**src/rtl/keypad_scan.sv**
```systemverilog
// 4x4 matrix keypad scanner: rotates an active-low row drive, debounces the
// lowest active column, and shifts each accepted key code into a 4-digit
// hex entry register.
module keypad_scan #(
  parameter int SCAN_DIV = 100000,
  parameter int DEBOUNCE = 4
) (
  input  logic        clk_i,
  input  logic        rst_ni,
  input  logic [3:0]  col_i,
  input  logic        clr_i,
  output logic [3:0]  row_o,
  output logic [3:0]  key_o,
  output logic        key_valid_o,
  output logic        key_down_o,
  output logic [15:0] data_o
);

  localparam int                CNT_W   = $clog2(SCAN_DIV);
  localparam logic [CNT_W-1:0]  DIV_MAX = CNT_W'(SCAN_DIV - 1);
  localparam logic [3:0]        DEB_MAX = 4'(DEBOUNCE);

  typedef enum logic [1:0] {
    S_SCAN,
    S_DEBOUNCE,
    S_HOLD,
    S_RELEASE
  } state_e;

  state_e           state_q;
  logic [3:0]       col_s1_q, col_s2_q;
  logic             run_q;
  logic [CNT_W-1:0] div_q, div_d;
  logic             tick;
  logic [3:0]       row_q;
  logic [1:0]       row_idx_q;
  logic [1:0]       col_idx_q;
  logic [3:0]       deb_q;
  logic [3:0]       deb_inc;
  logic [3:0]       key_q;
  logic             key_valid_q;
  logic             key_down_q;
  logic [15:0]      data_q;
  logic             any_low;
  logic [1:0]       low_idx;
  logic [3:0]       new_key;

  // Two-flop synchronizer for the asynchronous, active-low column lines.
  always_ff @(posedge clk_i or negedge rst_ni) begin
    if (!rst_ni) begin
      col_s1_q <= 4'hF;
      col_s2_q <= 4'hF;
    end else begin
      col_s1_q <= col_i;
      col_s2_q <= col_s1_q;
    end
  end

  // Reset-release synchronizer: the prescaler starts one edge after rst rises.
  always_ff @(posedge clk_i or negedge rst_ni) begin
    if (!rst_ni) run_q <= 1'b0;
    else         run_q <= 1'b1;
  end

  // Prescaler next count, wrapping at SCAN_DIV-1.
  always_comb begin
    div_d = (div_q == DIV_MAX) ? '0 : div_q + 1'b1;
  end

  // Prescaler counter, frozen until the reset release has been synchronized.
  always_ff @(posedge clk_i or negedge rst_ni) begin
    if (!rst_ni)    div_q <= '0;
    else if (run_q) div_q <= div_d;
  end

  assign tick = run_q && (div_q == DIV_MAX);

  // Lowest-numbered low column wins; saturating debounce increment.
  always_comb begin
    any_low = ~&col_s2_q;
    casez (col_s2_q)
      4'b???0: low_idx = 2'd0;
      4'b??01: low_idx = 2'd1;
      4'b?011: low_idx = 2'd2;
      4'b0111: low_idx = 2'd3;
      default: low_idx = 2'd0;
    endcase
    deb_inc = (deb_q >= DEB_MAX) ? DEB_MAX : deb_q + 4'd1;
    new_key = {row_idx_q, col_idx_q};
  end

  // Scan/debounce/hold/release FSM with registered outputs and entry register.
  always_ff @(posedge clk_i or negedge rst_ni) begin
    if (!rst_ni) begin
      state_q     <= S_SCAN;
      row_q       <= 4'b1110;
      row_idx_q   <= 2'd0;
      col_idx_q   <= 2'd0;
      deb_q       <= 4'd0;
      key_q       <= 4'd0;
      key_valid_q <= 1'b0;
      key_down_q  <= 1'b0;
      data_q      <= 16'h0000;
    end else begin
      key_valid_q <= 1'b0;
      if (clr_i) data_q <= 16'h0000;
      if (tick) begin
        unique case (state_q)
          S_SCAN: begin
            if (!any_low) begin
              row_q     <= {row_q[2:0], row_q[3]};
              row_idx_q <= row_idx_q + 2'd1;
            end else begin
              col_idx_q <= low_idx;
              deb_q     <= 4'd0;
              state_q   <= S_DEBOUNCE;
            end
          end
          S_DEBOUNCE: begin
            if (any_low && (low_idx == col_idx_q)) begin
              if (deb_inc == DEB_MAX) begin
                key_q       <= new_key;
                key_valid_q <= 1'b1;
                key_down_q  <= 1'b1;
                // A coincident clear wins over the old digits but keeps the new key.
                data_q      <= clr_i ? {12'h000, new_key} : {data_q[11:0], new_key};
                deb_q       <= 4'd0;
                state_q     <= S_HOLD;
              end else begin
                deb_q <= deb_inc;
              end
            end else begin
              // Bounce or a different column: retry on the same row.
              deb_q   <= 4'd0;
              state_q <= S_SCAN;
            end
          end
          S_HOLD: begin
            if (!any_low) begin
              deb_q   <= 4'd0;
              state_q <= S_RELEASE;
            end
          end
          S_RELEASE: begin
            if (any_low) begin
              deb_q   <= 4'd0;
              state_q <= S_HOLD;
            end else if (deb_inc == DEB_MAX) begin
              deb_q      <= 4'd0;
              key_down_q <= 1'b0;
              row_q      <= {row_q[2:0], row_q[3]};
              row_idx_q  <= row_idx_q + 2'd1;
              state_q    <= S_SCAN;
            end else begin
              deb_q <= deb_inc;
            end
          end
          default: state_q <= S_SCAN;
        endcase
      end
    end
  end

  assign row_o       = row_q;
  assign key_o       = key_q;
  assign key_valid_o = key_valid_q;
  assign key_down_o  = key_down_q;
  assign data_o      = data_q;

endmodule

```
**config.mk**
```make
export PLATFORM = sky130hd
export DESIGN_NAME = keypad_scan
export DESIGN_NICKNAME = d
export VERILOG_FILES = /design/src/rtl/keypad_scan.sv
export SDC_FILE = /design/constraint.sdc
export NUM_CORES = 1
export LEC_CHECK = 0
export ABC_AREA = 1
export CAP_MARGIN = 40
export CORE_ASPECT_RATIO = 0.9
export CORE_MARGIN = 4
export CORE_UTILIZATION = 60
export CTS_CLUSTER_SIZE = 25
export DETAILED_ROUTE_END_ITERATION = 16
export PLACE_DENSITY = 0.91
export SYNTH_ARGS = -nofsm -noshare
export SYNTH_HDL_FRONTEND = slang
export SYNTH_SLANG_ARGS = --single-unit
```
**constraint.sdc**
```tcl
create_clock -name clk_i -period 3.1 [get_ports clk_i]
set_input_delay 0.62 -clock clk_i [delete_from_list [all_inputs] [get_ports clk_i]]
set_output_delay 0.62 -clock clk_i [all_outputs]
set_load 0.05 [all_outputs]
```
After elaboration in Yosys (flattened, before gate mapping)

Index checks and enable logic that the tools add are counted.

Flip-flop bits (word level): 62
Bits in latches: 0
Memory bits (writable): 0
ROM bits: 0
Bits of input ports: 7
Output and inout bits: 26
Word-level logic and storage cells: 88
Memories kept: 0

$add $sub $neg: 3
Multiply operators: 0
Div/mod/pow operators: 0
Order comparisons: 1
Eq/ne operators: 18
Shift operators: 0
Muxes and demuxes: 39
Bitwise gates (word level): 1
Reduce and logical (&&, ||, !) cells: 13

Operators with widths:

| cell                  | count |
|---|---|
| $mux 16               | 6 |
| $mux 4                | 9 |
| $mux 2                | 9 |
| $add 17x1->17 const B | 1 |
| $eq 17x17->1 const B  | 1 |
| $mux 17               | 1 |
| $pmux 4 s4            | 1 |
| $ne 2x2->1 const B    | 7 |
| $reduce_and 5->1      | 2 |
| $eq 4x3->1 const B    | 2 |
| $mux 1                | 8 |
| $pmux 2 s4            | 1 |
| $pmux 4 s2            | 1 |
| $reduce_and 4->1      | 2 |
| $ne 3x3->1 const B    | 2 |
| $pmux 2 s3            | 1 |
| $reduce_and 3->1      | 2 |
| $reduce_and 6->1      | 1 |
| $add 4x1->4 const B   | 1 |
| $eq 2x1->1 const B    | 2 |
| $eq 2x2->1 const B    | 2 |
| $ge 4x3->1 const B    | 1 |
| $pmux 2 s2            | 1 |
| $reduce_bool 2->1     | 2 |
| 8 further kinds       | 9 |

Depth between registers and ports, before layout

Gate-level depths: netlist of run 1.

Depth after elaboration: 7
Depth in mapped cells: 11
Mapped depth without buffers: 10

Least setup slack after synthesis of run 1

OpenSTA, ideal clock, no wires.

Path kind: register to register
Start point: register deb_q[0]
End point: register row_q[0] (netlist: row_o[0])
Setup time: 0.129 ns
Arrival: 1.607 ns
Required time: 2.971 ns
Setup slack: 1.364 ns
Stages on the path, launching flop included: 8
Buffers on the path: 0
Clock period less this slack: 1.736 ns
Cell sequence: dfrtp_1 -> ha_1 -> inv_1 -> a31oi_2 -> o21ai_0 -> nand3_1 -> nand2_1 -> o21ai_0

Cells in the longest elaborated chain, start to end: 5
Elaborated cells on any way between the ends: 6
Those cells by class: 1 x add/sub; 1 x order compare; 2 x eq/ne; 1 x mux; 1 x reduce/logical

Ends and longest elaborated chain:

| element                                   | RTL line | source |
|---|---|---|
| start: declaration                        | 38       | `logic [3:0] deb_q;` |
| start signal: assignment                  | 130      | `deb_q <= deb_inc;` |
| start signal: assignment                  | 155      | `deb_q <= deb_inc;` |
| $add 4x1->4 or $ge 4x3->1 (tied branches) | 88       | `deb_inc = (deb_q >= DEB_MAX) ? DEB_MAX : deb_q + 4'd1;` |
| $mux 4 *                                  | 88       |  |
| $eq 4x3->1 *                              | 148      | `end else if (deb_inc == DEB_MAX) begin` |
| $ne 2x2->1 (no source line) *             | --       |  |
| $reduce_and 5->1 (no source line) *       | --       |  |
| end signal: assignment                    | 111      | `row_q <= {row_q[2:0], row_q[3]};` |
| end signal: assignment                    | 151      | `row_q <= {row_q[2:0], row_q[3]};` |
| end: declaration                          | 35       | `logic [3:0] row_q;` |

Every way passes the cells marked *; elsewhere a longest branch is shown, timed or not.
A chain may end at the register's enable or synchronous reset.

Worst setup path after layout of run 1

Start point: register row_q[1] (netlist: row_o[1])
End point: output row_o[1]

RTL lines:

| element          | RTL line | source |
|---|---|---|
| end: declaration | 12       | `output logic [3:0] row_o,` |

No word-level cell between the ends.

==> results.json, run 1 <==
{
  "ctsResizeCount": 0,
  "maxSlewViolCount": 0,
  "cts_buffer_depth": 2,
  "setup_ws_ns": 0.801,
  "hpwl_um": 4570,
  "clk_pin_slew_worst_paths_ns": 0.06,
  "r2r_slack_ns": 0.97,
  "clkSinkCount": 62,
  "setup-violations-final": 0,
  "nFillCells": 332,
  "syn_nets": 386,
  "detail-route-antenna-nets": 0,
  "grt_start_max_net_pins": 39,
  "die_h_um": 75.8,
  "area_delta_synth_final_pct": 19.9,
  "critPathSlowestCell": "clkdlybuf4s50_1",
  "clk_latency_ns": 0.34,
  "hold_class": "primary input to async pin",
  "required_ns": 2.48,
  "finalCriticalPeriod_ns": 2.30,
  "portBuffers": 32,
  "netlist_instances": 377,
  "drv_cap": 0,
  "period_share_pct": 74.2,
  "final_area_um2": 3670,
  "final_cells": 487,
  "rsz0062_at_grt": "false",
  "slew_headroom_pct": 51.4,
  "tightestPinTransition_ns": 0.726,
  "start_util_pct": 62.6,
  "drcViolationCount": 0,
  "wl_per_cell_um": 12.9,
  "rows": 24,
  "cts_root_buf": "clkbuf_8",
  "synth_warnings": 0,
  "drt_first_pass_iters": 5,
  "wirelength_um": 6290,
  "coreArea_um2": 4890,
  "chipWidth_um": 83.3,
  "skew_ns": 0.0124,
  "arrival_ns": 1.68,
  "cts_tree": "built",
  "grt_pass1_vias": 2492,
  "cts_hold_buffers": 0,
  "drt-initial-drc-count": 259,
  "vias": 2524,
  "yosys.area.top_type_share_pct": 41.7,
  "criticalPathCategory": "flop to output pin",
  "antenna_found_initial": 0,
  "powerDensity_nw_per_um2": 516,
  "synth.avg_cell_area_um2": 8.12,
  "synth_cell_types": 31,
  "num_io_pins": 33,
  "drive_above_1_share_pct": 12.6,
  "vdd_drop_max_v": 0.000367,
  "htree_num_levels": 3,
  "total_power_mw": 1.89,
  "dp_cells": 471,
  "cts_buffers": 9,
  "cp_max_fo": 3,
  "path_delay_family": "buffers and inverters",
  "grt-ovfl-total": 0,
  "final_hold_viol_count": 0,
  "ys_ff_latch": 62,
  "placed_area_um2": 3440,
  "status": "finished clean",
  "gr-usage-all-layers_pct": 21.5,
  "synth_area_leaders": "dfrtp_1 (42%), nand2_1 (12%), dfstp_2 (9.4%), inv_1 (7.5%), nand3_1 (4.9%)",
  "fin_setup_tns_ns": 0,
  "cp-end-kind": "output pin",
  "via_per_inst": 5.18,
  "max_stage_delay_ns": 0.80,
  "dpl_worst_slack_ns": 0.962,
  "post-cts-setup-buffer-count": 0,
  "yosysTopAreaCell": "dfrtp_1",
  "fmax_mhz": 435,
  "nets": 426,
  "worstPathCellList": "clkdlybuf4s50_1",
  "dieArea_um2": 6310,
  "worst-path-buf-inv": 1,
  "startpoint_type": "flop",
  "diodes": 0,
  "grt_pass1_wl_um": 10700,
  "synth_area_um2": 3060,
  "leakage_nw": 1.83,
  "yosysSeqAreaShare_pct": 51.1,
  "gp_congestion": 0.898
}
[worst paths after layout]
check                       startpoint          end  cells past startpoint
max in group asynchronous       rst_ni     div_q[7]                      3
max reg2reg                   div_q[0]    data_o[3]                      8
min                             rst_ni     deb_q[2]                      1
min reg2reg                col_s1_q[0]  col_s2_q[0]                      0
max                           row_o[1]     row_o[1]                      1
min in group clk_i         col_s1_q[0]  col_s2_q[0]                      0
[cells by family after synthesis]
| kind of cell | share of synthesized area [%] |
|---|---|
| adder cells (fa/ha/maj) | 0.817 |
| other | 0.122 |
| XOR/XNOR | 2.00 |
| AO/OA/AOI/OAI | 8.21 |
| buffers and inverters | 9.48 |
| flip-flops | 51.1 |
| AND/OR/NAND/NOR | 28.3 |
[metrics by stage]
stage               hold slack (ns)  utilization [%]
floorplan                     0.324                -
global placement              0.346             70.0
detailed placement            0.348             70.4
CTS                          0.0955             75.0
global route                  0.107             75.0
finish                        0.107             75.0
[cells in the final DEF (no fill, tap or decap), types with 9 or more instances in the layout]
master,count
clkdlybuf4s50_1,31
nand4_1,11
clkbuf_8,11
dfrtp_1,51
o21ai_0,14
inv_1,61
o21ai_2,9
o21ai_1,9
nand3_1,30
nand2_1,98
nor2_1,38
dfstp_2,11
[layer usage]
metal | vias to the layer above | GRT usage, % | share of wire, %
li1 | 1265 | - | -
met1 | 1163 | 25.9 | 44
met2 | 84 | 36.5 | 48
met3 | 12 | 4.76 | 5.2
met4 | 0 | 12.9 | 2.1
met5 | - | 0 | 0
[synthesized netlist by cell type]
cell type,count
nor3_1,6
nor2_2,2
xnor2_1,3
nand2_1,98
nand2_2,3
dfstp_2,11
a31oi_2,1
nand3b_1,1
nor3_4,1
buf_6,3
o21ai_0,14
nand3_1,30
dfrtp_1,51
inv_1,61
ha_1,2
nor2_4,1
nor2_1,38
buf_2,1
clkbuf_1,1
o211a_1,2
xor2_1,4
inv_2,3
buf_4,1
nand4_1,11
conb_1,1
nor3_2,1
o21ai_1,9
a21oi_1,5
nand3_4,1
or2_2,2
o21ai_2,9
[final cells by class]
type                    count  area [um^2]  area share (%)
clock buffers              13          159            4.33
inverters                  64          240            6.54
repair buffers             35          350            9.54
flip-flops and latches     62         1570            42.6
multi-input cells         245         1210            32.9
well taps                  65         81.3            2.22
clock inverters             3         67.6            1.84
[power breakdown]
group          internal [mW]  switching [mW]
Sequential             0.861          0.0500
Combinational         0.0695           0.108
Clock                  0.498           0.307
[sequential cells by signal, summed over array words and instances, names as in the netlist]
register and cells:
col_idx_q 2, col_s1_q 4, col_s2_q 4, data_o 16, deb_q 4, div_q 17, key_down_o 1, key_o 4
key_valid_o 1, row_idx_q 2, row_o 4, run_q 1, state_q 2
Power figures use the tool's default switching activity.
==> inputs of run 2 (changes only) <==
Settings changed: CORE_UTILIZATION 60 to 51, PLACE_DENSITY 0.91 to 0.83.
Clock period 3.1 ns to 1.95 ns, I/O delays scaled along.
==> run 2 against run 1 <==
Net effect:
- global-route usage fell by 2.7 points
- critical endpoint is now data_o[15]
- largest power group unchanged
- final cell count rose by 1.6%
- die area rose by 16%
==> results.json, run 2 (same netlist as run 1, synthesis figures left out) <==
{
  "num_io_pins": 33,
  "utilization_pct": 64.5,
  "grt_pass1_wl_um": 10500,
  "wirelength_um": 6000,
  "final_hold_viol_count": 0,
  "netSwitchingPower_mw": 0.731,
  "fmax_mhz": 527,
  "final_cell_mix": "nand2_1 (98), inv_1 (61), dfrtp_1 (51)",
  "seq_power_share_pct": 50.9,
  "gr-usage-all-layers_pct": 18.8,
  "met3_usage_pct": 6.82,
  "skew_ns": 0.00866,
  "grt.busiest_layer": "met2",
  "die_h_um": 81.5,
  "start_util_pct": 53.2,
  "grt_pass1_vias": 2437,
  "nets": 429,
  "drt_first_pass_iters": 5,
  "worst_hold_slack_ns": 0.356,
  "gp_congestion": 0.937,
  "slew_headroom_pct": 64.9,
  "via_per_inst": 5.06,
  "worst-path-buf-inv": 1,
  "worstPathCellList": "clkdlybuf4s50_1",
  "internal-power_mw": 2.11,
  "drive_above_1_share_pct": 14.4,
  "required_ns": 1.56,
  "setup-violations-final": 0,
  "cp-end-kind": "output pin",
  "cp_max_fo": 2,
  "tightestPinTransition_ns": 0.526,
  "clkPwrFrac_pct": 39.2,
  "leakage_nw": 1.99,
  "grt-ovfl-total": 0,
  "chipWidth_um": 89.7,
  "criticalPathCategory": "flop to output pin",
  "startpoint_type": "flop",
  "powerDensity_nw_per_um2": 763,
  "met2_usage_pct": 29.3,
  "max_stage_delay_ns": 0.81,
  "cts_root_buf": "clkbuf_8",
  "drv_cap": 0,
  "grt_start_max_net_pins": 39,
  "htree_num_levels": 3,
  "clk_latency_ns": 0.35,
  "drt-initial-drc-count": 183,
  "clk_pin_slew_worst_paths_ns": 0.07,
  "grt_util_met1_pct": 23.9,
  "hold_class": "flop to flop",
  "post-cts-setup-buffer-count": 0,
  "cts_tree": "built",
  "area_delta_synth_final_pct": 21.3,
  "diodes": 0,
  "coreArea_um2": 5760,
  "hpwl_um": 4440,
  "dieArea_um2": 7310,
  "combPwrFrac_pct": 9.8,
  "critPathSlowestCell": "clkdlybuf4s50_1",
  "regMostFlops": "div_q",
  "path_delay_family": "buffers and inverters",
  "vias": 2503,
  "portBuffers": 32,
  "detail-route-antenna-nets": 0,
  "period_share_pct": 97.4,
  "swShare_pct": 25.8,
  "cts_buffer_depth": 2,
  "rows": 26,
  "largest_reg_flops": 17,
  "drcViolationCount": 0,
  "finalCriticalPeriod_ns": 1.90,
  "cts_buffers": 9,
  "maxSlewViolCount": 0,
  "layout_commonest_cell": "nand2_1",
  "vdd_drop_max_v": 0.000439,
  "antenna_found_initial": 0,
  "status": "finished clean",
  "arrival_ns": 1.51,
  "clkSinkCount": 62,
  "wl_per_cell_um": 12.1
}
-- run 2: changes by cell type in the layout (fill, tap and decap cells not counted), sizes merged --
cell / change
dlygate4sd3: +1
bufinv: -1
clkinv: +2
clkdlybuf4s50: -11
dlymetal6s2s: +8
clkbuf: -1
buf: +5
-- run 2: path summary, 6_finish.rpt --
| path | endpoint | from | slack [ns] | cells past startpoint |
|---|---|---|---|---|
| max | data_o[15] | data_o[15] | 0.05 | 1 |
| min | col_s2_q[1] | col_s1_q[1] | 0.36 | 0 |
| max reg2reg | row_idx_q[1] | deb_q[0] | 0.08 | 8 |
| min reg2reg | col_s2_q[1] | col_s1_q[1] | 0.36 | 0 |
| max in group asynchronous | div_q[13] | rst_ni | 0.76 | 4 |
| min in group asynchronous | deb_q[2] | rst_ni | 0.53 | 2 |
-- run 2: cell type report --
type | instances | area (um^2)
clock buffers | 12 | 145
clock inverters | 4 | 47.5
fillers | 486 | 2040
inverters | 64 | 240
multi-input cells | 245 | 1220
flip-flops and latches | 62 | 1570
well taps | 70 | 87.6
repair buffers | 38 | 413
-- run 2: per-layer routing --
layer | part of all wire, % | vias to the layer above
li1 | - | 1274
met1 | 45 | 1139
met2 | 47 | 79
met3 | 5.9 | 11
met4 | 1.6 | 0
met5 | 0 | -
-- run 2: timing repair --
item / in CTS / in global routing
endpoints found under the hold margin: 8 / 0
hold buffers: 1 / 0
endpoints found under the setup margin: 0 / 14
resized for setup: 0 / 11
-- run 2: per-stage QoR --
stage,area [um^2],setup WS (ns),instances,power (mW),setup TNS (ns)
after floorplan,3060,0.214,377,1.65,0
after global placement,3480,0.107,478,1.73,0
after detailed placement,3480,0.0680,478,1.74,0
after CTS,3690,0.00810,495,2.86,0
after global routing,3720,-0.00751,495,2.98,-0.00751
final,3720,0.0509,495,2.84,0
-- run 2: power groups by stage --
stage	logic, mW	clock network (mW)	registers (mW)
after detailed placement	0.278	0	1.47
after global routing	0.325	1.20	1.46
final	0.279	1.11	1.44
after CTS	0.282	1.14	1.44
after floorplan	0.197	0	1.45
after global placement	0.270	0	1.46
==> inputs of run 3 (changes only) <==
Settings changed: CORE_UTILIZATION 51 to 53, CTS_BUF_LIST set to sky130_fd_sc_hd__clkbuf_8, PLACE_DENSITY 0.83 to 0.86.
==> run 3 against run 2 <==
Net effect:
- critical path depth unchanged
- sequential power about the same
- register-to-register slack got worse by 0.02 ns
- hold slack got worse by 0.0050 ns
- clock skew increased by 0.0033 ns
- power increased by 5.2%
- sequential share of layout area decreased by 0.30 points
- sequential cell count unchanged
- worst setup slack improved by 0.0064 ns
- fmax increased by 0.34%
- count of clock-buffer cells in the layout decreased by 2
- routed wire length increased by 4.8%
- largest cell class unchanged
- largest power group unchanged
==> results.json, run 3 (same netlist as run 1, synthesis figures left out) <==
{
  "detail-route-antenna-nets": 0,
  "grt_pass1_vias": 2399,
  "vias": 2589,
  "path_delay_family": "buffers and inverters",
  "antenna_found_initial": 0,
  "finalCriticalPeriod_ns": 1.89,
  "layout_commonest_cell": "nand2_1",
  "nets": 430,
  "drcViolationCount": 0,
  "cts_root_buf": "clkbuf_8",
  "final_area_um2": 3740,
  "wl_per_cell_um": 12.8,
  "cp-end-kind": "output pin",
  "htree_num_levels": 3,
  "cts_buffers": 9,
  "drive_above_1_share_pct": 15.0,
  "start_util_pct": 56.6,
  "chipWidth_um": 88.1,
  "critPathSlowestCell": "clkdlybuf4s50_1",
  "clk_pin_slew_worst_paths_ns": 0.07,
  "drt_first_pass_iters": 4,
  "placed_area_um2": 3470,
  "setup-violations-final": 0,
  "startpoint_type": "flop",
  "via_per_inst": 5.25,
  "dieArea_um2": 7060,
  "vdd_drop_max_v": 0.000655,
  "cts_tree": "built",
  "clk_latency_ns": 0.35,
  "gp_congestion": 0.878,
  "max_stage_delay_ns": 0.81,
  "arrival_ns": 1.50,
  "leakage_nw": 2.08,
  "regMostFlops": "div_q",
  "skew_ns": 0.0120,
  "diodes": 0,
  "coreArea_um2": 5410,
  "drt-initial-drc-count": 202,
  "wirelength_um": 6290,
  "hold_class": "flop to flop",
  "powerDensity_nw_per_um2": 797,
  "period_share_pct": 97.1,
  "tightestPinTransition_ns": 0.515,
  "grt_pass1_wl_um": 10700,
  "clkSinkCount": 62,
  "portBuffers": 32,
  "cp_max_fo": 2,
  "dp_cells": 476,
  "worstPathCellList": "clkdlybuf4s50_1",
  "grt-ovfl-total": 0,
  "gr-usage-all-layers_pct": 19.8,
  "criticalPathCategory": "flop to output pin",
  "final_cells": 493,
  "maxSlewViolCount": 0,
  "cts_buffer_depth": 2,
  "grt_start_max_net_pins": 40,
  "drv_cap": 0,
  "num_io_pins": 33,
  "largest_reg_flops": 17,
  "final_hold_viol_count": 0,
  "area_delta_synth_final_pct": 22.2,
  "hpwl_um": 4550,
  "status": "finished clean",
  "final_cell_mix": "nand2_1 (98), inv_1 (61), dfrtp_1 (51)",
  "rows": 25,
  "worst-path-buf-inv": 1,
  "slew_headroom_pct": 65.6,
  "fmax_mhz": 528,
  "required_ns": 1.56,
  "die_h_um": 80.1
}
-- run 3: cell count changes in the layout (fill, tap and decap cells not counted), sizes merged --
| cell | change |
|---|---|
| dlymetal6s2s | +4 |
| buf | +2 |
| bufinv | +1 |
| clkdlybuf4s50 | -5 |
| clkinvlp | +1 |
| clkbuf | -2 |
-- run 3: power breakdown --
group          internal, mW  leakage [nW]  switching, mW
logic                 0.113          1.16          0.174
registers              1.37         0.814         0.0819
clock network         0.749         0.108          0.498
-- run 3: path summary, 6_finish.rpt --
kind	from	to	slack [ns]	cells after the start
min in group asynchronous	rst_ni	row_o[0]	0.52	2
setup reg to reg	div_q[0]	data_o[3]	0.06	9
hold / removal	col_s1_q[2]	col_s2_q[2]	0.35	0
max in group asynchronous	rst_ni	div_q[6]	0.74	4
setup / recovery	key_o[0]	key_o[0]	0.06	1
hold reg to reg	col_s1_q[2]	col_s2_q[2]	0.35	0
-- run 3: per-layer routing --
metal / track usage (%) / vias up / wire length, um
met5: 0 / - / 0
met4: 6.65 / 0 / 108
met3: 7.18 / 14 / 451
met2: 30.9 / 86 / 2970
met1: 25.5 / 1208 / 2750
li1: - / 1281 / -
-- run 3: what timing repair did --
item | CTS | global route
setup endpoints to repair | 0 | 18
gates resized for setup | 0 | 16
endpoints found under the hold margin | 7 | 0
hold buffers | 1 | 0
buffers inserted | 0 | 0
-- run 3: stage by stage --
stage                     worst slack, ns  TNS [ns]  util, %  hold WS (ns)  power (mW)
final                              0.0573         0     69.2         0.351        2.98
after global routing              -0.0209   -0.0355     69.2         0.357        3.13
after CTS                          0.0102         0     68.5         0.356        3.01
after detailed placement            0.121         0     64.2         0.350        1.75
after global placement              0.176         0     64.2         0.345        1.73
after floorplan                     0.214         0        -        0.0944        1.65
-- run 3: area by class of cell --
type | count | area (um^2)
multi-input combinational | 245 | 1210
clock inverter | 6 | 85.1
inverter | 64 | 240
sequential | 62 | 1570
tap | 67 | 83.8
clock buffer | 10 | 138
fill | 394 | 1670
timing repair buffer | 39 | 415
